==> config.mk <==
export PLATFORM = sky130hd
export DESIGN_NAME = alarm_trigger
export DESIGN_NICKNAME = d
export VERILOG_FILES = /design/src/rtl/alarm_trigger.sv
export SDC_FILE = /design/constraint.sdc
export NUM_CORES = 1
export LEC_CHECK = 0
export ABC_AREA = 1
export BUFFER_PORTS_ARGS = -buffer_cell sky130_fd_sc_hd__buf_2
export CAP_MARGIN = 20
export CORE_MARGIN = 4
export CORE_UTILIZATION = 49
export CTS_CLUSTER_DIAMETER = 120
export DETAILED_ROUTE_END_ITERATION = 8
export GPL_ROUTABILITY_DRIVEN = 0
export PLACE_DENSITY = 0.91
export SYNTH_ARGS = -nofsm -noshare
export SYNTH_HDL_FRONTEND = slang
export SYNTH_SLANG_ARGS = --single-unit
export TNS_END_PERCENT = 30
==> constraint.sdc <==
create_clock -name clk -period 2.9 [get_ports clk]
set_clock_uncertainty 0.15 [all_clocks]
set_input_delay 0.87 -clock clk [delete_from_list [all_inputs] [get_ports clk]]
set_output_delay 0.87 -clock clk [all_outputs]
set_load 0.02 [all_outputs]
==> src/rtl/alarm_trigger.sv <==
// Alarm trigger: raises `alarm` on the rising edge of a time-of-day match and holds it
// until stop, snooze or ring timeout. Snooze support is built only when ALARM_SNOOZE_EN is defined.
module alarm_trigger #(
  parameter int RING_S   = 60,
  parameter int SNOOZE_S = 300
) (
  input  logic       clk,
  input  logic       reset,
  input  logic       tick_1hz,
  input  logic [4:0] cur_hh,
  input  logic [5:0] cur_mm,
  input  logic [4:0] alm_hh,
  input  logic [5:0] alm_mm,
  input  logic       alm_en,
  input  logic       stop,
  input  logic       snooze,
  output logic       alarm,
  output logic       snoozing
);

`ifdef ALARM_SNOOZE_EN
  localparam int CNT_MAX = (RING_S > SNOOZE_S) ? RING_S : SNOOZE_S;
`else
  localparam int CNT_MAX = RING_S;
`endif
  localparam int CW = $clog2(CNT_MAX + 1);

  localparam logic [CW-1:0] RING_LAST = CW'(RING_S - 1);
`ifdef ALARM_SNOOZE_EN
  localparam logic [CW-1:0] SNOOZE_LAST = CW'(SNOOZE_S - 1);
`endif

`ifdef ALARM_SNOOZE_EN
  typedef enum logic [1:0] {
    IDLE    = 2'd0,
    RINGING = 2'd1,
    SNOOZE  = 2'd2
  } state_t;
`else
  typedef enum logic {
    IDLE    = 1'b0,
    RINGING = 1'b1
  } state_t;
`endif

  state_t        state;
  state_t        state_next;
  logic [CW-1:0] cnt;
  logic          match;
  logic          match_q;
  logic          trig;

  assign match = (cur_hh == alm_hh) && (cur_mm == alm_mm);
  assign trig  = match && !match_q;

  always_ff @(posedge clk or negedge reset) begin
    if (!reset) begin
      match_q <= 1'b0;
    end else begin
      match_q <= match;
    end
  end

  always_ff @(posedge clk or negedge reset) begin
    if (!reset) begin
      state <= IDLE;
    end else begin
      state <= state_next;
    end
  end

  // Disarming overrides every other input, including stop and timeout.
  always_comb begin
    state_next = state;
    if (!alm_en) begin
      state_next = IDLE;
    end else begin
      case (state)
        IDLE: begin
          if (trig) state_next = RINGING;
        end
        RINGING: begin
          if (stop) begin
            state_next = IDLE;
`ifdef ALARM_SNOOZE_EN
          end else if (snooze) begin
            state_next = SNOOZE;
`endif
          end else if (tick_1hz && (cnt == RING_LAST)) begin
            state_next = IDLE;
          end
        end
`ifdef ALARM_SNOOZE_EN
        SNOOZE: begin
          if (stop) begin
            state_next = IDLE;
          end else if (tick_1hz && (cnt == SNOOZE_LAST)) begin
            state_next = RINGING;
          end
        end
`endif
        default: state_next = IDLE;
      endcase
    end
  end

  // Counter restarts on every state change so each phase gets its full duration.
  always_ff @(posedge clk or negedge reset) begin
    if (!reset) begin
      cnt <= '0;
    end else if (state_next != state) begin
      cnt <= '0;
    end else if ((state != IDLE) && tick_1hz) begin
      cnt <= cnt + CW'(1);
    end
  end

  assign alarm = (state == RINGING);

`ifdef ALARM_SNOOZE_EN
  assign snoozing = (state == SNOOZE);
`else
  logic unused_snooze;
  assign unused_snooze = snooze;
  assign snoozing      = 1'b0;
`endif

endmodule
==> results of run 1 <==
[cell type report]
cell class / instances / area share
well taps: 15 / 0.02190
repair buffers: 27 / 0.1577
flip-flops and latches: 8 / 0.2336
inverters: 24 / 0.1051
multi-input cells: 71 / 0.4555
clock buffers: 3 / 0.02628
[sequential cells by signal, summed over array words and instances (netlist names)]
| signal | cells |
|---|---|
| alarm | 1 |
| cnt | 6 |
| match_q | 1 |
[synth_stat cells, drive strengths merged]
cell and count:
nand2 35, xor2 4, mux2i 1, nor3b 1, dfrtp 8, nor2 18, inv 24, nand3 3
ha 1, nand4 1, conb 1, buf 1, xnor2 1, a21oi 2, o21ai 2, nor3 1
[metrics by stage]
step	instances	power (mW)
finish	148	0.2712
global route	148	0.2884
CTS	148	0.2746
detailed placement	145	0.1875
global placement	145	0.1833
floorplan	104	0.1597
[report_power, final]
group | switching, mW | leakage (nW) | internal, mW
clock network | 0.0381 | 0.0138 | 0.0474
logic | 0.0339 | 0.400 | 0.0298
registers | 0.00488 | 0.104 | 0.117
total | 0.0768 | 0.518 | 0.194
[worst register-to-register path: cells and delay by family, from the launching register on]
kind | cells | cell delay (ps)
adder cells (fa/ha/maj) | 1 | 180
XOR/XNOR | 1 | 190
AND/OR/NAND/NOR | 3 | 440
flip-flops | 1 | 380
buffers and inverters | 1 | 50
[cells by family (layout without fill, tap and decap cells)]
logic type / Yosys count / in the layout / synth area share
and+or+nand+nor: 59 / 59 / 0.4364
DFF: 8 / 8 / 0.2909
buffers and inverters: 25 / 54 / 0.1418
muxes: 1 / 1 / 0.01455
adders and majority gates: 1 / 1 / 0.01818
AOI/OAI and AO/OA: 4 / 4 / 0.02908
xor gates and xnor gates: 5 / 5 / 0.06363
other: 1 / 1 / 0.005449
[per-layer routing]
layer / part of all wire / global-route usage / vias to the layer above / wire length (um)
met5: 0 / 0 / - / 0
met2: 0.56 / 0.3064 / 14 / 760
met1: 0.38 / 0.1602 / 301 / 506
met4: 0.010 / 0.07018 / 0 / 14
met3: 0.049 / 0.01186 / 2 / 66
li1: - / - / 361 / -
[final timing paths]
kind / from / endpoint / slack, ps / cells past startpoint
max: alarm / alarm / 1040 / 1
max in group asynchronous: reset / match_q / 2140 / 1
max reg2reg: cnt[0] / cnt[4] / 1410 / 6
min: reset / cnt[2] / 290 / 1
min in group clk: match_q / alarm / 390 / 3
min reg2reg: match_q / alarm / 390 / 3
==> results summary, run 1 <==
Summing all placed instances gives a cell area of between 800 and 900 um2. 30 I/O pins were placed. The final setup TNS is 0 ps. The fraction of final layout cells sized beyond drive strength 1 is 0.3383. Walking the worst path, the cells encountered are buf_2. The worst hold slack is 292.7 ps. The multi-input gate area in the final layout is 390.4 um2.

The final-report max-slew violation count came out at 0. Based on the critical path, the design can be clocked at up to approximately 540 MHz. Setup repair after global routing left no endpoint under its margin. The number of design-rule violations left by the first detailed-router iteration is 10.

The number of sinks handled by clock tree synthesis is 8. The number of synthesized register bits is 8. The kind of cell with the highest combined delay along the critical path is flip-flops. The post-place setup slack came out at just under 900 ps. The number of buffer and inverter instances along the worst setup path came out at 1. Clock-pin slew was measured on the worst setup and hold paths at about 50 ps. The floorplan core area came out at between 1000 and 1500 um2. The area overhead of the layout relative to synthesis is 24.55%.

The cell area after synthesis came out at a little under 700 um2. The diode insertion count for antenna repair came out at 0. From bottom edge to top edge, the die measures ~45 um.

STA classifies the critical path startpoint as a flop. The number of nets in the synthesized netlist is ~130. The number of inserted filler cells in the final layout is around 120. TritonCTS built the clock tree.

The cell at the root of the clock tree is sky130_fd_sc_hd__clkbuf_4. The biggest cell delay along the critical path is about 410 ps. The share of the clock period used by the worst path after layout is 0.6413. The endpoint required time on the critical path came out at about 1900 ps. The share of synthesized area in the top cell type comes to 0.2909. The starting density of the core is 0.5223.

After routing the design area is about 860 um2. The full die area came out at roughly 2100 um2. The min-delay analysis places its worst path in the category in2async. The count of port buffers added during placement is 27. After floorplanning, the core was divided into 13 placement rows. Across the run, the number of max-cap violations was 0. Averaged over all synthesized cells, the footprint is between 6 and 7 um2. The die boundary width is around 45 um. The average detailed-routed wire length per instance is between 9 and 10 um.

The clock buffer count from CTS came out at 3. The count of cell types in the netlist came out at 22. The via count of the first global-routing pass is 678. The worst setup path is of the reg2out kind. The sequential cell area fraction in the yosys report is 0.2909. The total routing usage reported by global routing came out at 0.1553. The post-detailed-route DRC marker count is 0. The number of iterations in the first detailed-routing pass came out at 4. The final wirelength came out at 1348 um. The area used by sequential logic in the layout came out at 200.2 um2. The total vias in the final route is a little under 700. The count of final hold-check violations is 0. For the worst setup path, the data arrival time is 840 ps. The power density over the cells is approximately 320 nW/um2. The first-pass GRT wire length came out at ~2400 um. The maximum net fanout on the critical path is 4. The library cell used most frequently in the layout, excluding fill and tap cells, is sky130_fd_sc_hd__nand2_1. For this run, the share of the core covered by cells in the final layout is 0.6505. The final count of negative-setup-slack endpoints came out at 0. The synthesized instance count is roughly 100. The number of gates resized after CTS is 0. The number of antenna violations at the first check in global routing was 0.

Buffers added to address setup during post-CTS repair amount to 0. The number of H-tree levels is 1. The run finished with clean final reports. The residual overflow from global routing came out at 0. After synthesis, the cell types taking the most area are sky130_fd_sc_hd__dfrtp_1 (29%), sky130_fd_sc_hd__nand2_1 (18%), sky130_fd_sc_hd__inv_1 (13%).

The critical path endpoint category is an output pin. In the post-route analysis, the smallest setup slack over all paths is around 1000 ps. After detailed routing, the number of vias per cell comes to about 4.6. The count of synthesis-stage warnings from yosys came out at 0. The half-perimeter wire length of the detailed placement result came out at roughly 1200 um. The maximum root-to-sink buffer count came out at 2. Once detail routing completed, the nets flagged for antenna violations numbered 0. For this design, the slowest cell found on the critical path is sky130_fd_sc_hd__dfrtp_1. The number of buffers added to fix hold violations after cts came out at 0.

The library cells used most frequently in the layout, excluding fill and tap cells, are sky130_fd_sc_hd__nand2_1 (33), sky130_fd_sc_hd__buf_2 (27), sky130_fd_sc_hd__inv_1 (24). The clock latency at the later pin of the worst-skew pair came out at between 200 and 300 ps. The largest net degree at the start of global routing is 9. Of all cell types, the one taking the most synthesized area is sky130_fd_sc_hd__dfrtp_1. The minimum clock period came out at 1860 ps.

The worst IR drop on VDD came out at roughly 0.15 mV. In the final design database the tool counted roughly 160 nets. The leakage power is between 0.5 and 0.6 nW.
No activity file was read; power rests on OpenSTA's default activity.
==> run 2, diff against run 1 <==
--- a/config.mk
+++ b/config.mk
@@ -5,15 +5,15 @@
 export SDC_FILE = /design/constraint.sdc
 export NUM_CORES = 1
 export LEC_CHECK = 0
-export ABC_AREA = 1
+export ABC_AREA = 0
 export BUFFER_PORTS_ARGS = -buffer_cell sky130_fd_sc_hd__buf_2
 export CAP_MARGIN = 20
 export CORE_MARGIN = 4
-export CORE_UTILIZATION = 49
+export CORE_UTILIZATION = 38
 export CTS_CLUSTER_DIAMETER = 120
 export DETAILED_ROUTE_END_ITERATION = 8
 export GPL_ROUTABILITY_DRIVEN = 0
-export PLACE_DENSITY = 0.91
+export PLACE_DENSITY = 0.81
 export SYNTH_ARGS = -nofsm -noshare
 export SYNTH_HDL_FRONTEND = slang
 export SYNTH_SLANG_ARGS = --single-unit
==> constraint.sdc (replaced) <==
create_clock -name clk -period 1.7 [get_ports clk]
set_clock_uncertainty 0.15 [all_clocks]
set_input_delay 0.51 -clock clk [delete_from_list [all_inputs] [get_ports clk]]
set_output_delay 0.51 -clock clk [all_outputs]
set_load 0.02 [all_outputs]
==> results summary, run 2 <==
In this run, the number of DRC markers left after iteration 0 of detailed routing was 6. The total routing usage reported by global routing is 0.1344. The area overhead of the layout relative to synthesis is 39.70%. The critical path in this run is classified as reg2reg. The half-perimeter wire length of the detailed placement result is around 1100 um. The count of cell types in the netlist is 23. The library cell occupying the most area in the post-synthesis netlist is sky130_fd_sc_hd__dfrtp_1. The final setup TNS came out at 0 ps. TritonCTS created 3 clock buffers. The most common cell in the synthesized netlist is sky130_fd_sc_hd__xnor2_1.

30 I/O pins were placed. The count of final hold-check violations is 0. Setup violations remaining at the end of the flow were counted as 0. The path class of the tightest hold or removal check is reg2reg.

The full die area came out at 2205 um2. The global routing usage on met1 came out at 0.1352. The post-detailed-route DRC marker count is 0. The residual antenna-violating net count after detailed routing came out at 0. The first global-routing pass estimated approximately 2000 um of wire. The initial utilization of the core area, before any placement, comes to 0.4222.

The met3 capacity usage during global routing came out at 0.01149. Dividing the detail-routed via count by the number of cells gives approximately 4.8. The largest net degree at the start of global routing is 9. The initialized floorplan defines 13 standard-cell rows. The final wirelength came out at ~1400 um. After synthesis the cells add up to slightly below 600 um2.

The startpoint type of the worst setup path is a flop. The arrival time of data at the critical path endpoint is about 1600 ps. In the final routed layout, each cell accounts on average for 12.50 um. After clock tree synthesis, the clock-pin slew on the worst setup and hold paths is 50 ps. The number of sinks handled by clock tree synthesis came out at 8. STA classifies the critical path endpoint as a flop. The diode insertion count for antenna repair is 0. The number of maximum-capacitance violations is 0. The number of nets in the synthesized netlist is 89. The flip-flop count of the largest register, all copies and words added is 6.

In the final layout, the share of cells above drive strength 1 is 0.4105. The total vias in the final route is 530. After floorplanning, the core was sized to cover roughly 1400 um2.

The sequential cell area fraction in the yosys report is 0.3471. Dividing the synthesized area by the synthesized cell count gives approximately 9.6 um2. The worst hold slack is around 430 ps.

In the layout the commonest cells are sky130_fd_sc_hd__buf_2 (27), sky130_fd_sc_hd__xnor2_1 (11), sky130_fd_sc_hd__dfrtp_1 (8). The clock latency at the later pin of the worst-skew pair came out at 250 ps. In the post-route analysis, the smallest setup slack over all paths is 73.10 ps.

The post-place setup slack is -179.5 ps. The count of synthesis-stage warnings from yosys is 0. The area share of the largest cell type after synthesis is 0.3471. cnt holds more flip-flops than any other register.

The met2 layer usage reported by global route came out at 0.2520. The run finished with clean final reports. The maximum root-to-sink buffer count is 2. The async set or reset register ratio after synthesis came out at 1.000. The commonest non-fill, non-tap cell in the layout is sky130_fd_sc_hd__buf_2. Dividing total power by cell area gives a power density of around 510 nW/um2. The synthesized instance count is 60. Setup repair after global routing left no endpoint under its margin.

The final-report max-slew violation count came to 0. In this run the number of H-tree levels came out at 1. Dividing the final minimum period by the clock period gives 0.9570. The root buffer cell chosen for the clock tree is sky130_fd_sc_hd__clkbuf_4. The most congested layer reported by global routing is met2.

The flip-flop cell with the highest count after synthesis is sky130_fd_sc_hd__dfrtp_1. In the post-synthesis netlist, the biggest area contributors are sky130_fd_sc_hd__dfrtp_1 (35%), sky130_fd_sc_hd__xnor2_1 (17%), sky130_fd_sc_hd__o41ai_4 (4.8%). The endpoint required time on the critical path came out at 1680 ps. The vertical die dimension came out at between 40 and 50 um. Static timing analysis puts the maximum clock frequency at 614.7 MHz. The overall power after layout is roughly 400 uW. TritonCTS built the clock tree. The leakage power came out at 0.4037 nW. The number of flops mapped to enable cells by yosys is 0. The number of inserted filler cells in the final layout came out at between 100 and 150. The count of port buffers added during placement is 27. The maximum net fanout on the critical path is 5. The minimum clock period is approximately 1600 ps. The via count of the first global-routing pass came out at ~520. Counting instances in the post-synthesis netlist gives the leading cell types as sky130_fd_sc_hd__xnor2_1 (11), sky130_fd_sc_hd__dfrtp_1 (8), sky130_fd_sc_hd__nand3_1 (5), sky130_fd_sc_hd__inv_1 (4). The residual overflow from global routing came out at 0. The number of nets in the layout came out at 126. The number of antenna violations at the first check in global routing is 0. Measured along the x axis, the die boundary spans about 47 um. IR analysis of the VDD net gives a maximum drop of about 0.28 mV.

For this run, the detailed router's first-pass iteration total came to 2. The number of synthesized register bits came out at 8.
==> run 2: cell count changes after synthesis, moves of 4 or more <==
cell,before,now
sky130_fd_sc_hd__nand2_1,33,3
sky130_fd_sc_hd__nor2_1,9,1
sky130_fd_sc_hd__nand3_1,1,5
sky130_fd_sc_hd__xnor2_1,1,11
sky130_fd_sc_hd__inv_1,24,4
sky130_fd_sc_hd__nor2_2,8,0
==> run 2: layout make-up <==
class                           instances  area (um2)  area share
Clock buffer                            3       22.52     0.02795
Inverter                                4       15.01     0.01863
Multi-Input combinational cell         47       366.6      0.4550
Sequential cell                         8       200.2      0.2484
Tap cell                               15       18.77     0.02329
Timing Repair Buffer                   33       182.7      0.2267
==> run 2: layer usage <==
layer	wire, um	vias to the layer above
met3	57	2
met5	0	-
met1	519	240
met2	785	10
met4	12	0
li1	-	278
==> run 2: where the power goes <==
group / switching (mW) / total, mW / internal, mW
combinational: 0.0345 / 0.0788 / 0.0444
clock: 0.0597 / 0.140 / 0.0805
sequential: 0.000213 / 0.191 / 0.191
==> run 2: worst paths after layout <==
path | startpoint | endpoint | slack (ps) | cells past startpoint
max | cnt[0] | cnt[1] | 70 | 6
min | alarm | alarm | 430 | 1
max reg2reg | cnt[0] | cnt[1] | 70 | 6
min reg2reg | alarm | alarm | 430 | 1
max in group asynchronous | reset | cnt[1] | 730 | 2
min in group asynchronous | reset | cnt[5] | 500 | 2
==> run 2: cell families after synthesis <==
| logic type | Yosys count | share of synthesized area |
|---|---|---|
| flip-flops | 8 | 0.3471 |
| adder cells (fa/ha/maj) | 1 | 0.02169 |
| other | 1 | 0.006501 |
| buffers and inverters | 5 | 0.03904 |
| AND/OR/NAND/NOR | 19 | 0.1822 |
| XOR/XNOR | 14 | 0.2126 |
| AO/OA/AOI/OAI | 12 | 0.1909 |
==> run 2: timing repair <==
| action | in CTS | in global routing |
|---|---|---|
| hold buffers | 1 | 0 |
| gates resized for setup | 0 | 2 |
| setup endpoints to repair | 0 | 5 |
| setup buffers | 0 | 1 |
| endpoints found under the hold margin | 8 | 0 |
==> run 2: per-stage QoR <==
| stage | std cells | cell area, um2 | utilization |
|---|---|---|---|
| floorplan | 60 | 576.8 | - |
| global placement | 105 | 753.2 | 0.5513 |
| detailed placement | 105 | 753.2 | 0.5513 |
| CTS | 109 | 785.8 | 0.5751 |
| global route | 110 | 805.8 | 0.5897 |
| finish | 110 | 805.8 | 0.5897 |
==> run 2: critical path, stage by stage (launching register included) <==
cell	delay [ps]
sky130_fd_sc_hd__dfrtp_1	410
sky130_fd_sc_hd__ha_1	210
sky130_fd_sc_hd__nand2_1	130
sky130_fd_sc_hd__o31ai_4	270
sky130_fd_sc_hd__buf_4	190
sky130_fd_sc_hd__a21o_1	90
sky130_fd_sc_hd__o21ai_1	60
==> run 3, diff against run 2 <==
--- a/config.mk
+++ b/config.mk
@@ -14,6 +14,7 @@
 export DETAILED_ROUTE_END_ITERATION = 8
 export GPL_ROUTABILITY_DRIVEN = 0
 export PLACE_DENSITY = 0.81
+export SETUP_SLACK_MARGIN = 0.1
 export SYNTH_ARGS = -nofsm -noshare
 export SYNTH_HDL_FRONTEND = slang
 export SYNTH_SLANG_ARGS = --single-unit
==> results summary, run 3 (synthesized netlist as in run 2, its figures left out) <==
Leaving out fill and tap cells, the most frequent cell in the layout is sky130_fd_sc_hd__buf_2. Ranked by flip-flop count, first place goes to cnt. The vertical die dimension came out at roughly 47 um. The biggest cell delay along the critical path is roughly 320 ps. The full die area is between 2000 and 2500 um2.

The number of placement rows came out at 13. At the worst endpoint, the required time is about 1700 ps. In the final design database the tool counted 129 nets. The tightest min-delay check is of the reg2reg type.

For this run, the top clock speed supported by timing is 611.8 MHz. From synthesis to final layout, the design area changed by 57.05%. The fraction of power spent switching nets is 0.2247. The residual overflow from global routing came out at 0. The total routing usage reported by global routing is 0.1475. The number of antenna violations at the first check in global routing came out at 0. The met2 layer usage reported by global route came out at 0.2520. The final-report max-slew violation count was 0. The worst hold slack is a little under 400 ps. The power density over the cells is approximately 470 nW/um2. The half-perimeter wire length of the detailed placement result came out at approximately 1100 um. The clock net in this run drives a total of 8 sinks. The met3 capacity usage during global routing came out at 0.02682. Leaving out fill and tap cells, the most frequent cells in the layout are sky130_fd_sc_hd__buf_2 (22), sky130_fd_sc_hd__xnor2_1 (9), sky130_fd_sc_hd__dfrtp_1 (8). The share of the clock period used by the worst path after layout is 0.9614. Setup repair after global routing could not meet its margin everywhere. STA classifies the critical path startpoint as a primary input.

The design internal power came out at approximately 330 uW. Once layout is complete, the utilization of the core stands at 0.6630. The number of H-tree levels came out at 1. The area of placed instances came out at approximately 750 um2. Across the whole layout, storage elements account for 200.2 um2. STA classifies the critical path endpoint as a flop. The global routing usage on met1 came out at 0.1745. The run finished with clean final reports. The final wirelength came out at approximately 1600 um. The post-CTS clock slew at the launch and capture registers of the worst setup and hold paths is about 50 ps.

The power share of the sequential group is 0.452. The ratio of routed vias to standard cells came out at 4.965. The arrival time of data at the critical path endpoint came out at approximately 1600 ps. The leakage power is about 0.45 nW. The tree is rooted in a sky130_fd_sc_hd__clkbuf_4. The share of total power dissipated in the clock network is 0.323. The number of maximum-capacitance violations is 0. Of the cells placed in the final design, the portion with a size suffix greater than 1 is 0.5102. The count of port buffers added during placement came out at 27. The number of clock buffers added by TritonCTS is 3.

TritonCTS built the clock tree. The clock passes through at most 2 buffers. Walking the worst path, the cells encountered are buf_6 -> xnor2_2 -> nand4_1 -> buf_4 -> o41ai_4 -> buf_6 -> a21oi_2.

The floorplan core area is 1366 um2. The minimum clock period is roughly 1600 ps. Entering global routing, the biggest net connects 9 pins. The critical path is of the in2reg type. The number of iterations in the first detailed-routing pass came out at 4.

The number of cells in the finished layout apart from fillers came out at between 100 and 150. The maximum net fanout on the critical path came out at 6. For this block, the initial DRC count from the detailed router was 6.

The floorplan step set the die width to 46.96 um. The count of final hold-check violations came out at 0. The final count of negative-setup-slack endpoints is 0. The via count of the first global-routing pass is approximately 540.

The register with the most flip-flops in the layout has 6 of them. By instance count, the cell type seen most on the critical path is sky130_fd_sc_hd__buf_6. The routed layout has between 500 and 600 vias. The combinational cell fraction of total power is 0.225. The diode insertion count for antenna repair is 0. The multi-input gate area in the final layout is 405.4 um2. The residual antenna-violating net count after detailed routing is 0.

The average detailed-routed wire length per instance came out at 14.02 um. The post-detailed-route DRC marker count came out at 0. The number of inserted filler cells in the final layout came out at approximately 100. The reported net switching power came out at around 95 uW. The starting density of the core is 0.4222. Across the VDD grid, the largest voltage drop is ~0.33 mV.

The later pin in the worst-skew pair is clocked with a latency of roughly 240 ps. The number of cells after detailed placement is about 110. On the critical path, the stage with the largest delay is an instance of sky130_fd_sc_hd__o41ai_4.

The post-route cell area is approximately 900 um2. The first-pass GRT wire length is about 2300 um. After global routing, the most crowded layer is met2. The top-level port count is 30.
-- run 3: final timing paths --
kind / slack (ps) / endpoint / start / depth (start not counted)
worst max-delay path: 70 / cnt[5] / cur_mm[5] / 7
worst min-delay path: 390 / alarm / alarm / 1
worst max register to register: 80 / cnt[0] / cnt[0] / 6
worst min register to register: 390 / alarm / alarm / 1
max in group asynchronous: 750 / cnt[5] / reset / 2
min in group asynchronous: 480 / cnt[1] / reset / 2
-- run 3: layout make-up --
cell class / instances / share of cell area
well taps: 15 / 0.02072
repair buffers: 36 / 0.2693
flip-flops and latches: 8 / 0.2210
clock buffers: 3 / 0.02486
multi-input cells: 47 / 0.4475
inverters: 4 / 0.01657
-- run 3: worst max-delay path, delay by kind of cell --
kind	cells	cell delay, ps
AOI/OAI and AO/OA	2	380
buffers and inverters	3	440
xor gates and xnor gates	1	150
and+or+nand+nor	1	120
-- run 3: power groups by stage --
stage | Clock (mW) | Sequential [mW] | Combinational, mW
floorplan | 0 | 0.194 | 0.0359
global placement | 0 | 0.194 | 0.0735
detailed placement | 0 | 0.194 | 0.0771
CTS | 0.145 | 0.191 | 0.0793
global route | 0.154 | 0.191 | 0.103
finish | 0.137 | 0.191 | 0.0950
-- run 3: metrics by stage --
step	setup slack [ps]	setup TNS, ps	power [mW]
6_report	65.55	0	0.4228
5_1_grt	-3.172	-3.172	0.4485
4_1_cts	68.32	0	0.4154
2_1_floorplan	59.14	0	0.2302
3_5_place_dp	-211.9	-1282	0.2714
3_3_place_gp	-183.8	-1073	0.2677
-- run 3: per-layer routing --
metal  up-vias  routed length, um
met3         2                 46
li1        284                  -
met5         -                  0
met4         0                 10
met2        10                912
met1       265                614
-- run 3: repair_timing --
action | 4_1_cts | 5_1_grt
hold buffers | 1 | 0
endpoints found under the setup margin | 6 | 7
hold endpoints to repair | 8 | 0
pin swaps | 1 | 10
buffers inserted | 1 | 3
resized for setup | 0 | 17
